## config.mk

```make
export PLATFORM = sky130hd
export DESIGN_NAME = rs_lfsr_encoder
export DESIGN_NICKNAME = d
export VERILOG_FILES = /design/src/rtl/rs_lfsr_encoder.sv
export SDC_FILE = /design/constraint.sdc
export NUM_CORES = 1
export LEC_CHECK = 0
export CAP_MARGIN = 20
export CORE_MARGIN = 1
export CORE_UTILIZATION = 60
export CTS_CLUSTER_SIZE = 8
export DETAILED_ROUTE_END_ITERATION = 12
export PLACE_DENSITY = 0.82
export SYNTH_ARGS = -nofsm -noshare
export SYNTH_HDL_FRONTEND = slang
export SYNTH_SLANG_ARGS = --single-unit
export TNS_END_PERCENT = 30
```

## constraint.sdc

```tcl
create_clock -name clk -period 8.3 [get_ports clk]
set_input_delay 0.83 -clock clk [delete_from_list [all_inputs] [get_ports clk]]
set_output_delay 0.83 -clock clk [all_outputs]
set_load 0.03 [all_outputs]
```

## src/rtl/rs_lfsr_encoder.sv

```systemverilog
// Systematic Reed-Solomon encoder over GF(2^8): K message symbols pass through, then NPAR parity symbols.
// Optional build macro RS_SHORTEN_EN adds s_last to end a message early (shortened codeword).
module rs_lfsr_encoder #(
    parameter int         K         = 239,
    parameter int         NPAR      = 16,
    parameter logic [8:0] PRIM_POLY = 9'h11D,
    parameter int         FCR       = 0
) (
    input  logic       clk,
    input  logic       rst,
    input  logic       s_valid,
    output logic       s_ready,
    input  logic [7:0] s_data,
`ifdef RS_SHORTEN_EN
    input  logic       s_last,
`endif
    output logic       m_valid,
    input  logic       m_ready,
    output logic [7:0] m_data,
    output logic       m_sof,
    output logic       m_eof,
    output logic       m_par
);

    function automatic logic [7:0] gf_mul(input logic [7:0] a, input logic [7:0] b);
        logic [7:0] p;
        logic [7:0] aa;
        p  = 8'h00;
        aa = a;
        for (int i = 0; i < 8; i++) begin
            if (b[i]) p = p ^ aa;
            aa = aa[7] ? ({aa[6:0], 1'b0} ^ PRIM_POLY[7:0]) : {aa[6:0], 1'b0};
        end
        return p;
    endfunction

    function automatic logic [7:0] alpha_pow(input int e);
        logic [7:0] a;
        a = 8'h01;
        for (int n = 0; n < e; n++) a = gf_mul(a, 8'h02);
        return a;
    endfunction

    // Low NPAR coefficients of the monic generator; the x^NPAR term (1) is implicit.
    function automatic logic [8*NPAR-1:0] gen_poly();
        logic [7:0]        c [0:NPAR];
        logic [7:0]        root;
        logic [8*NPAR-1:0] packed_g;
        for (int j = 0; j <= NPAR; j++) c[j] = 8'h00;
        c[0] = 8'h01;
        for (int i = 0; i < NPAR; i++) begin
            root = alpha_pow((FCR + i) % 255);
            for (int j = NPAR; j > 0; j--) c[j] = c[j-1] ^ gf_mul(c[j], root);
            c[0] = gf_mul(c[0], root);
        end
        packed_g = '0;
        for (int j = 0; j < NPAR; j++) packed_g[8*j +: 8] = c[j];
        return packed_g;
    endfunction

    localparam logic [8*NPAR-1:0] GEN = gen_poly();

    typedef enum logic {
        ST_MSG,
        ST_PAR
    } state_t;

    state_t     state_reg;
    logic [7:0] cnt_reg;
    logic [7:0] r_reg    [NPAR];
    logic [7:0] msg_next [NPAR];
    logic [7:0] par_next [NPAR];
    logic [7:0] fb_term  [NPAR];
    logic [7:0] fb;
    logic       free;
    logic       msg_end;

    assign free    = !m_valid || m_ready;
    assign s_ready = (state_reg == ST_MSG) && free;
    assign fb      = s_data ^ r_reg[NPAR-1];

`ifdef RS_SHORTEN_EN
    assign msg_end = (cnt_reg == 8'(K - 1)) || s_last;
`else
    assign msg_end = (cnt_reg == 8'(K - 1));
`endif

    // Constant-coefficient multipliers collapse to XOR networks; stage next values for both states.
    generate
        for (genvar gi = 0; gi < NPAR; gi++) begin : g_stage
            assign fb_term[gi] = gf_mul(fb, GEN[8*gi +: 8]);
            if (gi == 0) begin : g_first
                assign msg_next[gi] = fb_term[gi];
                assign par_next[gi] = 8'h00;
            end else begin : g_rest
                assign msg_next[gi] = r_reg[gi-1] ^ fb_term[gi];
                assign par_next[gi] = r_reg[gi-1];
            end
        end
    endgenerate

    always_ff @(posedge clk) begin
        if (!rst) begin
            state_reg <= ST_MSG;
            cnt_reg   <= 8'h00;
            for (int i = 0; i < NPAR; i++) r_reg[i] <= 8'h00;
            m_valid   <= 1'b0;
            m_data    <= 8'h00;
            m_sof     <= 1'b0;
            m_eof     <= 1'b0;
            m_par     <= 1'b0;
        end else if (free) begin
            if (state_reg == ST_MSG) begin
                if (s_valid) begin
                    for (int i = 0; i < NPAR; i++) r_reg[i] <= msg_next[i];
                    m_valid <= 1'b1;
                    m_data  <= s_data;
                    m_sof   <= (cnt_reg == 8'h00);
                    m_eof   <= 1'b0;
                    m_par   <= 1'b0;
                    if (msg_end) begin
                        cnt_reg   <= 8'h00;
                        state_reg <= ST_PAR;
                    end else begin
                        cnt_reg <= cnt_reg + 8'h01;
                    end
                end else begin
                    m_valid <= 1'b0;
                end
            end else begin
                // Shifting zeros in leaves the LFSR clear for the next codeword.
                for (int i = 0; i < NPAR; i++) r_reg[i] <= par_next[i];
                m_valid <= 1'b1;
                m_data  <= r_reg[NPAR-1];
                m_sof   <= 1'b0;
                m_eof   <= (cnt_reg == 8'(NPAR - 1));
                m_par   <= 1'b1;
                if (cnt_reg == 8'(NPAR - 1)) begin
                    cnt_reg   <= 8'h00;
                    state_reg <= ST_MSG;
                end else begin
                    cnt_reg <= cnt_reg + 8'h01;
                end
            end
        end
    end

endmodule

```

# Word level (Yosys, flattened, before mapping)
# Memory sizes are Yosys's and may differ from the RTL's.
# Cells that the tools add are included.
# Widths: inputs -> output; s select.
[totals]
regBits = 21
mem_bits_rw = 128
input_bits = 12
out_inout_bits = 13
n_memories = 1
[mem_list]
columns = ["name", "depth", "width", "rd", "rd_ports_with_merged_regs", "wr", "line", "rtl"]
rows = [
  ["r_reg", 16, 8, 16, 0, 16, "70", "logic [7:0] r_reg [NPAR];"],
]
[op_classes]
n_addsub = 1
n_eq_ne = 2
mux = 65
bitwise = 87
n_reduce_logical = 6
[op_table]
columns = ["cell", "n"]
rows = [
  ["$xor 8x8->8", 47],
  ["$mux 8", 38],
  ["$mux 5", 7],
  ["$or 1x1->1", 32],
  ["$not 4->4", 7],
  ["$mux 1", 20],
  ["$add 8x1->8 const B", 1],
  ["$eq 8x4->1 const B", 1],
  ["$eq 8x8->1 const B", 1],
  ["$logic_not 8->1", 1],
  ["$reduce_and 2->1", 1],
  ["$reduce_bool 2->1", 1],
  ["$logic_and 1x1->1", 1],
  ["$logic_not 1->1", 1],
  ["$logic_or 1x1->1", 1],
  ["$not 1->1", 1],
]

# Depth between registers and ports, before layout
# Gate-level depths: netlist (run 1).
# An unclocked memory read counts as a cell.
[depth]
depth_word = 20
ltp_mapped = 9
ltp_nobuf = 7

# Worst setup path after synthesis (run 1)
# OpenSTA, ideal clock, no wires.
[synth_path]
path_type = "in2reg"
start = "input port m_ready"
end = "memory r_reg[0][0] (enable)"
arrival_time_ns = 2.692
required_ns = 7.881
slack_ns = 5.189
cell_stages = 5
path_cell_list = "nand2b_1 -> o21ai_0 -> and2_1 -> clkbuf_1 -> inv_1"
[synth_rtl]
columns = ["item", "line", "rtl"]
rows = [
  ["start: declaration", "18", "input logic m_ready,"],
  ["end: declaration", "70", ""],
]

==> run metrics, run 1 <==
run status=completed; CP max-delay cell=xor2_4; clock-pin slew on the worst setup and hold paths=70 ps; Largest register FFs=128; vias=5881; CP max FO=15; # clock sinks=149; Net Count, Synth=773; RSZ-0062 raised after global routing=no; cells taking the most area after synthesis=edfxtp_1 43%, xnor2_1 8.9%, xnor3_1 6.4%; Cells after Synth=758; Initial Utilization=61.1%; first-pass GRT wire length=32000 um; clk buf depth=2; final net count=785; CP startpoint=s_data[5]; Tmin final=3460 ps; max cap viols=0; part of the Yosys area used for sequential elements=48.2%; most area-hungry cell type in the Yosys netlist=edfxtp_1; Post-Syn Area=8850 um^2; die width=123 um; CTS root buf=clkbuf_16; Max Used Layer=met4; Buf/Inv on CP=1; Top Ports=25; number of CTS-inserted buffers=17; endpoint class of the critical path=register; worst skew pair latency=440 ps; CP delay by family, top=XOR/XNOR gates; Met2 Wirelength=9700 um; # Post-CTS Setup Buffers=0; vias in the first global route=5812; register bit total from synthesis=149; Worst Path Required=8580 ps; Worst Setup Slack, final=4840 ps; CP dominant cell by count=xor2_4; fillers=999; DRT antenna net count=0; Hold Crit Class=reg -> reg; die area=15200 um^2; critical path, cell by cell=clkdlybuf4s50_1 > xor2_4 > xor2_4 > xnor3_1 > xnor2_1 > or3_1 > a21boi_0; standard-cell rows=44; hold_sp=m_par; GRT Resource Usage Total=29.5%; Post-synth top cells=128 x edfxtp_1, 90 x xnor2_1, 58 x nand2_1; WL/cell=21.3 um; Yosys warnings=0; CTS tree=done; Slowest Stage Delay on Critical Path=660 ps; Final HPWL DP=13200 um; Hold Vio Cnt, Final=0; layout cells sized above 1=10.2%; fmax=289 MHz; EDFF count, synth=128; hold_buf cts=0; pin count of the biggest net entering global routing=80; share of the synthesized area in the top cell type=43.5%; Synth-to-Final Area Change=11.4%; syn avg cell area=11.7 um^2; Ant. Diodes=0; Place WS=4450 ps; dominant synthesized flop cell=edfxtp_1; drt initial violations=606; post-cts gate resize count=0; synth unique cells=52; die height=123 um; DRT Pass-1 Iters=5; critical path class=in -> reg; vias per cell=6.08; setup violators final=0; port buffer count=24; slew margin rel.=32.7%; CORE AREA=14500 um^2; final max-slew violation count=0; Final Skew=13.0 ps; setup TNS=0 ps; Post-synth ARST share=0%; gp weighted congestion=0.921; met1 wire length=8340 um; Worst Setup Start Kind=primary input; CP arrival=3740 ps; Worst Tran Pin Value=1000 ps; Routed met3 length=1650 um; final hold slack=451 ps; # DRC=0; H-tree Lvls=4; crit share post-route=41.7%; most frequent cell after synthesis=edfxtp_1; initial antenna violation count=0; flop-to-flop setup slack=5280 ps; worst r2r src=r_reg[1][56]; Routed WL=20600 um; total grt overflow=0
## worst min-delay path, delay by kind of cell, from the launching register on
family	cells	cell delay (ps)
DFF	1	310
and+or+nand+nor	2	90
## metrics by stage
step	area [um^2]	util, %	std cells
floorplan	8850	-	758
global placement	9210	63.6	933
detailed placement	9230	63.8	934
CTS	9840	67.9	966
global route	9860	68.1	967
finish	9860	68.1	967
## layer usage
metal	up-vias	track usage, %
met5	-	0
met4	0	17.4
met3	56	6.78
met2	300	45.9
met1	2860	37.6
li1	2665	-
## layout by cell type, fill, tap and decap left out, drive strengths merged, types with 3 or more instances in the layout
cell,count
dfxtp,21
edfxtp,128
o21ai,49
or2,5
mux2i,12
xor2,61
xnor3,25
or3,43
clkbuf,19
o211a,8
nor2,55
clkinv,4
nand2b,3
clkdlybuf4s50,23
and2,33
ha,3
a21boi,11
inv,11
bufinv,3
a21oi,38
xnor2,108
buf,13
nor2b,15
nand2,58
nand3,4
nand4,4
## logic make-up after synthesis
logic type      after synthesis  share of synthesized area, %
fa+ha+maj                     3                         0.424
flops                       149                          48.2
xor+xnor                    195                          26.4
simple gates                232                          13.4
compound gates              117                          7.82
mux                          12                          1.36
buf+inv                      50                          2.40
## area by class of cell
cell class / instances / area [um^2] / area share [%]
Inverter: 7 / 26.3 / 0.267
Sequential cell: 149 / 4260 / 43.3
Tap cell: 184 / 230 / 2.34
Clock inverter: 13 / 170 / 1.73
Multi-Input combinational cell: 559 / 4380 / 44.5
Timing Repair Buffer: 36 / 350 / 3.55
Clock buffer: 19 / 433 / 4.39
## path summary, 6_finish.rpt
| kind | depth (start not counted) | to |
|---|---|---|
| worst max-delay path | 7 | r_reg[1][16] |
| worst min-delay path | 2 | m_par |
| worst max register to register | 7 | r_reg[1][51] |
| worst min register to register | 2 | m_par |
Power of run 1 is not shown: default switching activity piles up to over one toggle a cycle in this logic, so the estimate is an artifact.
==> run 2, diff against run 1 <==
--- a/config.mk
+++ b/config.mk
@@ -7,10 +7,10 @@
 export LEC_CHECK = 0
 export CAP_MARGIN = 20
 export CORE_MARGIN = 1
-export CORE_UTILIZATION = 60
+export CORE_UTILIZATION = 56
 export CTS_CLUSTER_SIZE = 8
 export DETAILED_ROUTE_END_ITERATION = 12
-export PLACE_DENSITY = 0.82
+export PLACE_DENSITY = 0.8
 export SYNTH_ARGS = -nofsm -noshare
 export SYNTH_HDL_FRONTEND = slang
 export SYNTH_SLANG_ARGS = --single-unit
==> constraint.sdc (replaced) <==
create_clock -name clk -period 3.1 [get_ports clk]
set_input_delay 0.31 -clock clk [delete_from_list [all_inputs] [get_ports clk]]
set_output_delay 0.31 -clock clk [all_outputs]
set_load 0.03 [all_outputs]
==> run 2 against run 1 <==
Cell count increased by 5.8%. Sequential share of layout area decreased by 1.3 points. Worst setup slack got worse by 4400 ps. Non-clock buffer count increased by 29. Wire length increased by 1.2%. Global-route usage decreased by 1.8 points. Register-to-register slack got worse by 4800 ps. Sequential cell count unchanged. Clock-buffer cell count decreased by 2. Critical path depth unchanged. Critical endpoint is now r_reg[1][43]. Highest routed layer unchanged.
==> run metrics, run 2 (synthesized netlist as in run 1, its figures left out) <==
total grt overflow=0 (unchanged); die height=128 um (+3.5%); # DRC=0 (unchanged); gp weighted congestion=0.926 (+0.58%); RSZ-0062 raised after global routing=no; fillers=1109 (+11%); Hold Crit Class=in -> reg; worst skew pair latency=440 ps (about the same); WL/cell=20.4 um (-4.4%); max cap viols=0 (unchanged); Crit path depth=7 (unchanged); final max-slew violation count=0 (unchanged); DRT antenna net count=0 (unchanged); Slowest Stage Delay on Critical Path=750 ps (+90 ps); # Post-CTS Setup Buffers=0 (unchanged); post-cts gate resize count=0 (unchanged); hold_buf cts=0 (unchanged); DRT Pass-1 Iters=5 (unchanged); Final Skew=16.2 ps (+3.15 ps); number of CTS-inserted buffers=17 (unchanged); H-tree Lvls=4 (unchanged); pin count of the biggest net entering global routing=70 (-13%); Hold Vio Cnt, Final=0 (unchanged); Largest register FFs=128 (unchanged); critical path class=reg -> reg; CP startpoint=r_reg[1][63]; CTS tree=done; endpoint class of the critical path=register; most common library cell in the layout ignoring fill and taps=edfxtp_1; fmax=376 MHz; Place WS=144 ps (-4310 ps); layout cells sized above 1=13.5% (+3.3 points); critical path, cell by cell=xnor2_4 > xnor2_1 > buf_4 > xnor2_2 > xnor2_1 > or3_1 > a21boi_0; vias in the first global route=5763 (-0.84%); first-pass GRT wire length=32600 um (+2.0%); initial antenna violation count=0 (unchanged); Synth-to-Final Area Change=14.8%; vias per cell=5.75 (-5.4%); GRT Resource Usage Total=27.7% (-1.8 points); Multi-input gate area=4380 um^2 (unchanged); Worst Tran Pin Value=899 ps (-104 ps); vias=5884 (+0.051%); final net count=814 (+3.7%); reg2reg end=r_reg[1][43]; CTS root buf=clkbuf_16; crit share post-route=85.9%; clk buf depth=2 (unchanged); Buf/Inv on CP=1 (unchanged); worst r2r src=r_reg[1][63]; CP dominant cell by count=xnor2_1; Tmin final=2660 ps; clock-pin slew on the worst setup and hold paths=60 ps (about the same); CORE AREA=15300 um^2 (+5.8%); Initial Utilization=57.8% (-3.3 points); most frequent cells in the layout=128 x edfxtp_1, 89 x xnor2_1, 57 x nand2_1; # clock sinks=149 (unchanged); CP Capture Point=r_reg[1][43]; Worst Path Required=3370 ps (-5210 ps); standard-cell rows=45 (+2.3%); port buffer count=24 (unchanged); Reg area=4260 um^2 (unchanged); Top Ports=25 (unchanged); CP delay by family, top=XOR/XNOR gates; drt initial violations=698 (+15%); Ant. Diodes=0 (unchanged); Routed WL=20800 um (+1.2%); CP arrival=2930 ps (-810 ps); Worst Setup Start Kind=register; flop-to-flop setup slack=440 ps (-4840 ps); slew margin rel.=39.6% (+7.0 points); setup violators final=0 (unchanged); Worst Setup Slack, final=438 ps (-4400 ps); CP max-delay cell=xnor2_1; Reg2Reg Depth=7 (unchanged); die width=128 um (+3.5%); setup TNS=0 ps (unchanged); Final HPWL DP=14000 um (+5.5%); run status=completed; die area=16300 um^2 (+7.0%); CP max FO=8 (-7)
==> run 2: cell count changes in the layout (fill, tap and decap cells not counted), sizes merged <==
cell / change
clkinvlp: -2
clkbuf: -2
inv: -1
buf: +29
bufinv: +1
clkinv: +4
==> run 2: worst min path at each step <==
stage	endpoint	slack (ps)	startpoint	depth (start not counted)
5_1_grt	m_data[6]	350	rst	2
6_report	m_data[1]	360	rst	2
2_1_floorplan	m_valid	440	s_valid	1
4_1_cts	m_data[6]	330	rst	2
3_5_place_dp	m_par	440	m_par	2
3_3_place_gp	m_par	430	m_par	2
==> run 2: final cells by class <==
class	instances	area share [%]
Timing Repair Buffer	65	5.84
Inverter	7	0.259
Clock inverter	15	2.00
Multi-Input combinational cell	559	43.1
Sequential cell	149	42.0
Clock buffer	17	4.19
Tap cell	211	2.60
==> run 2: metrics by stage <==
stage	area, um^2	hold slack, ps	cells	utilization, %
after global routing	10200	354	1023	66.3
final	10200	357	1023	66.3
after floorplan	8850	442	758	-
after CTS	10200	328	1023	66.3
after global placement	9530	434	991	62.2
after detailed placement	9530	445	991	62.2
==> run 2: routing by layer <==
| metal | GRT usage (%) | vias up | share of wire, % |
|---|---|---|---|
| met2 | 44.4 | 248 | 49 |
| met1 | 37.0 | 2891 | 41 |
| met3 | 5.80 | 34 | 7.2 |
| met5 | 0 | - | 0 |
| li1 | - | 2711 | - |
| met4 | 11.3 | 0 | 2.6 |
Power of run 2 is left out for the same reason.
